==> src/rtl/cnt_seq.sv <==
// cnt_seq: two-requester job sequencer that preloads an external up-counter and runs it to terminal count
// Ports: clk; mr async active-low reset; reqN/startN job request and preload per requester (N=0,1);
//   gntN grant held for the whole job; doneN one-cycle terminal-count pulse; busy = not IDLE;
//   cnt_load_n/cnt_en/cnt_d drive the counter; cnt_q/cnt_co observe it (cnt_co high at 8'hFF).
// Build option: define CNT_SEQ_RR_EN for round-robin arbitration; default is fixed priority, req0 first.
module cnt_seq #(
    parameter int CW = 8
) (
    input  logic          clk,
    input  logic          mr,
    input  logic          req0,
    input  logic [CW-1:0] start0,
    output logic          gnt0,
    output logic          done0,
    input  logic          req1,
    input  logic [CW-1:0] start1,
    output logic          gnt1,
    output logic          done1,
    output logic          busy,
    output logic          cnt_load_n,
    output logic          cnt_en,
    output logic [CW-1:0] cnt_d,
    input  logic [CW-1:0] cnt_q,
    input  logic          cnt_co
);
    typedef enum logic [1:0] {IDLE, LOAD, RUN, DONE} state_t;
    state_t state;
    logic sel;
    logic win;
    logic own_req;
    logic unused_cnt_q;
    assign unused_cnt_q = ^cnt_q;
    assign own_req = sel ? req1 : req0;
`ifdef CNT_SEQ_RR_EN
    logic last;
    // on a tie the requester not served last wins; otherwise whoever asks
    assign win = (req0 && req1) ? ~last : ~req0;
`else
    assign win = ~req0;
`endif
    // count until terminal count, then hold at all-ones
    assign cnt_en = (state == RUN) && !cnt_co;
    always_ff @(posedge clk or negedge mr) begin
        if (!mr) begin
            state      <= IDLE;
            sel        <= 1'b0;
            gnt0       <= 1'b0;
            gnt1       <= 1'b0;
            done0      <= 1'b0;
            done1      <= 1'b0;
            busy       <= 1'b0;
            cnt_load_n <= 1'b1;
            cnt_d      <= '0;
`ifdef CNT_SEQ_RR_EN
            last       <= 1'b1;
`endif
        end else begin
            done0      <= 1'b0;
            done1      <= 1'b0;
            cnt_load_n <= 1'b1;
            case (state)
                IDLE: if (req0 || req1) begin
                    state      <= LOAD;
                    sel        <= win;
                    gnt0       <= ~win;
                    gnt1       <= win;
                    busy       <= 1'b1;
                    cnt_load_n <= 1'b0;
                    cnt_d      <= win ? start1 : start0;
`ifdef CNT_SEQ_RR_EN
                    last       <= win;
`endif
                end
                LOAD, RUN: if (!own_req) begin
                    // abort: granted requester withdrew, drop the job silently
                    state <= IDLE;
                    gnt0  <= 1'b0;
                    gnt1  <= 1'b0;
                    busy  <= 1'b0;
                end else if (state == LOAD) begin
                    state <= RUN;
                end else if (cnt_co) begin
                    state <= DONE;
                    done0 <= ~sel;
                    done1 <= sel;
                end
                default: begin
                    state <= IDLE;
                    gnt0  <= 1'b0;
                    gnt1  <= 1'b0;
                    busy  <= 1'b0;
                end
            endcase
        end
    end
endmodule

==> config.mk <==
export PLATFORM = sky130hd
export DESIGN_NAME = cnt_seq
export DESIGN_NICKNAME = d
export VERILOG_FILES = /design/src/rtl/cnt_seq.sv
export SDC_FILE = /design/constraint.sdc
export NUM_CORES = 1
export LEC_CHECK = 0
export ABC_AREA = 1
export BUFFER_PORTS_ARGS = -buffer_cell sky130_fd_sc_hd__clkbuf_2
export CAP_MARGIN = 0
export CELL_PAD_IN_SITES_DETAIL_PLACEMENT = 0
export CELL_PAD_IN_SITES_GLOBAL_PLACEMENT = 1
export CORE_MARGIN = 2
export CORE_UTILIZATION = 25
export DETAILED_ROUTE_END_ITERATION = 10
export GPL_TIMING_DRIVEN = 1
export HOLD_SLACK_MARGIN = 0.12
export PLACE_DENSITY = 0.73
export SETUP_SLACK_MARGIN = 0.15
export SLEW_MARGIN = 30
export SYNTH_ARGS = -nofsm -noshare
export SYNTH_HDL_FRONTEND = slang
export SYNTH_SLANG_ARGS = --single-unit
==> constraint.sdc <==
create_clock -name clk -period 1.7 [get_ports clk]
set_input_delay 0.17 -clock clk [delete_from_list [all_inputs] [get_ports clk]]
set_output_delay 0.17 -clock clk [all_outputs]
set_load 0.02 [all_outputs]
==> qor.csv <==
metric,value,unit
criticalPathCategory,flip-flop to primary output,
clkPwrFrac,0.112,
cp-end-kind,primary output,
row_count,21,
clk_latency,0.29,ns
finClkSkew,0.0130,ns
synth-seq-cells,17,
initial_core_util,0.257,
final_hold_viol_count,0,
dp_hpwl,1480,um
vdd_drop_max,0.459,mV
drv_cap,0,
globalRouteTotalUtil,0.108,
hold_class,primary input to flip-flop,
syn_nets,130,
status,completed,
drt_drc_violations_left,0,
setup_viol,0,
netlist_instances,97,
p_per_area,1510,mW/mm2
drive_above_1_share,0.396,
drtPass1Iterations,4,
p_int,1050,uW
period_needed,1.42,ns
post-cts-setup-buffers,0,
final_util,0.380,
vias,808,
numCtsBuffers,3,
max_slew_margin,0.720,
setup_tns,0,ns
num_io_pins,44,
clk_path_buf_depth,2,
clock-sinks,17,
grt_pass1_wl,3370,um
io_buffers,35,
fp.dieArea,0.00389,mm2
cp.arrival,1.25,ns
syn_avg_cell_area,8.78,um2
dieWidth,62.4,um
grt_max_degree,18,
required,1.53,ns
p_total,1910,uW
fin_nets,183,
routed_wl,1970,um
synth_area,852,um2
antenna_cells,0,
slew_viol_final,0,
ctsHtreeMaxLevel,1,
worstMarginPinSlew,0.420,ns
drt_iter0_markers,12,
drt.antenna.violating_nets,0,
wl_per_cell,10.1,um
critical_path.max_fanout,4,
yosysWarnings,0,
swShare,0.448,
ys_types,19,
root_buffer,clkbuf_4,
seq_area_frac_synth,0.501,
syn2layout_area_growth,47.7,%
power_frac_comb,0.514,
grt-ovfl-total,0,
crit_path_start_kind,flip-flop,
vias_per_cell,4.14,
pwr-share-seq,0.374,
antenna_found_initial,0,
die_y,62.4,um
core-area,0.00331,mm2
fin_crit_sh,0.835,
p_leak,0.000654,uW
first_global_vias,822,
path_clk_slew,0.11,ns
gp_congestion,0.800,
num-fill-cells,367,
p_switching,854,uW
max_freq,704,MHz
cts_tree,built,
final_common_cell,clkbuf_2,
final_cell_mix,"clkbuf_2 (34), nand2_1 (29), dfrtp_1 (16)",
rsz0062_at_grt,no,
final timing paths:
| check | endpoint | startpoint | slack, ns | cells past startpoint |
|---|---|---|---|---|
| setup / recovery | cnt_en | state[0] | 0.28 | 5 |
| hold / removal | cnt_d[1] | start0[1] | 0.13 | 3 |
| setup reg to reg | cnt_d[5] | state[0] | 0.32 | 7 |
| hold reg to reg | done0 | sel | 0.50 | 1 |
| min in group asynchronous | cnt_d[5] | mr | 0.33 | 2 |
| max in group asynchronous | cnt_load_n | mr | 1.05 | 2 |
Yosys cell counts:
| cell | instances | area, um2 |
|---|---|---|
| a21oi_2 | 1 | 8.76 |
| a31oi_1 | 8 | 50.1 |
| buf_2 | 1 | 5.00 |
| buf_4 | 2 | 15.0 |
| buf_6 | 1 | 11.3 |
| dfrtp_1 | 16 | 400 |
| dfstp_2 | 1 | 26.3 |
| ha_1 | 4 | 50.1 |
| inv_1 | 5 | 18.8 |
| inv_2 | 5 | 18.8 |
| nand2_1 | 29 | 109 |
| nand2_2 | 5 | 31.3 |
| nand2_4 | 1 | 11.3 |
| nand3_1 | 2 | 10.0 |
| nand3b_2 | 1 | 11.3 |
| nor2_1 | 9 | 33.8 |
| nor2_2 | 1 | 6.26 |
| nor3_2 | 2 | 20.0 |
| o21ai_1 | 3 | 15.0 |
registers in the layout, summed over array words and instances (netlist names):
register and cells:
sel 1, done0 1, cnt_load_n 1, done1 1, busy 1, gnt0 1
gnt1 1, state 2, cnt_d 8
final cells by class:
type,count,area (um2),share of cell area
sequential,17,427,0.339
multi-input combinational,66,367,0.291
timing repair buffer,52,343,0.272
tap,46,57.6,0.0457
inverter,10,37.5,0.0298
clock buffer,3,22.5,0.0179
clock inverter,1,5.00,0.00398
worst max-delay path, stage by stage (launching register included):
cell and delay [ns]:
dfrtp_1 0.42, inv_1 0.09, ha_1 0.14, inv_1 0.04, nor2_2 0.11, buf_4 0.16
metrics by stage:
step / instances / hold WS [ns] / instance area, um2 / setup slack (ns)
final: 195 / 0.129 / 1260 / 0.281
after global routing: 195 / 0.132 / 1260 / 0.195
after CTS: 195 / 0.130 / 1250 / 0.188
after detailed placement: 176 / 0.127 / 1070 / 0.289
after global placement: 176 / 0.123 / 1070 / 0.289
after floorplan: 97 / -0.126 / 852 / 0.320
cells by family after synthesis:
| kind of cell | Yosys count | synth area share |
|---|---|---|
| AND/OR/NAND/NOR | 50 | 0.273 |
| AO/OA/AOI/OAI | 12 | 0.0866 |
| buffers and inverters | 14 | 0.0808 |
| adder cells (fa/ha/maj) | 4 | 0.0587 |
| flip-flops | 17 | 0.501 |
routing by layer:
| metal | track usage | part of all wire |
|---|---|---|
| met5 | 0 | 0 |
| met1 | 0.123 | 0.43 |
| met3 | 0.0324 | 0.046 |
| met2 | 0.192 | 0.51 |
| met4 | 0.0361 | 0.013 |
power groups by stage:
stage          registers, uW  logic, uW  clock network, uW
2_1_floorplan            890        481                  0
3_3_place_gp             721        932                  0
3_5_place_dp             728        945                  0
4_1_cts                  721        974                221
5_1_grt                  737       1100                236
6_report                 712        980                214
what timing repair did:
item	4_1_cts	5_1_grt
hold buffers	15	0
resized for setup	0	4
endpoints found under the hold margin	23	0
endpoints found under the setup margin	0	2
(Power assumes the default switching activity.)
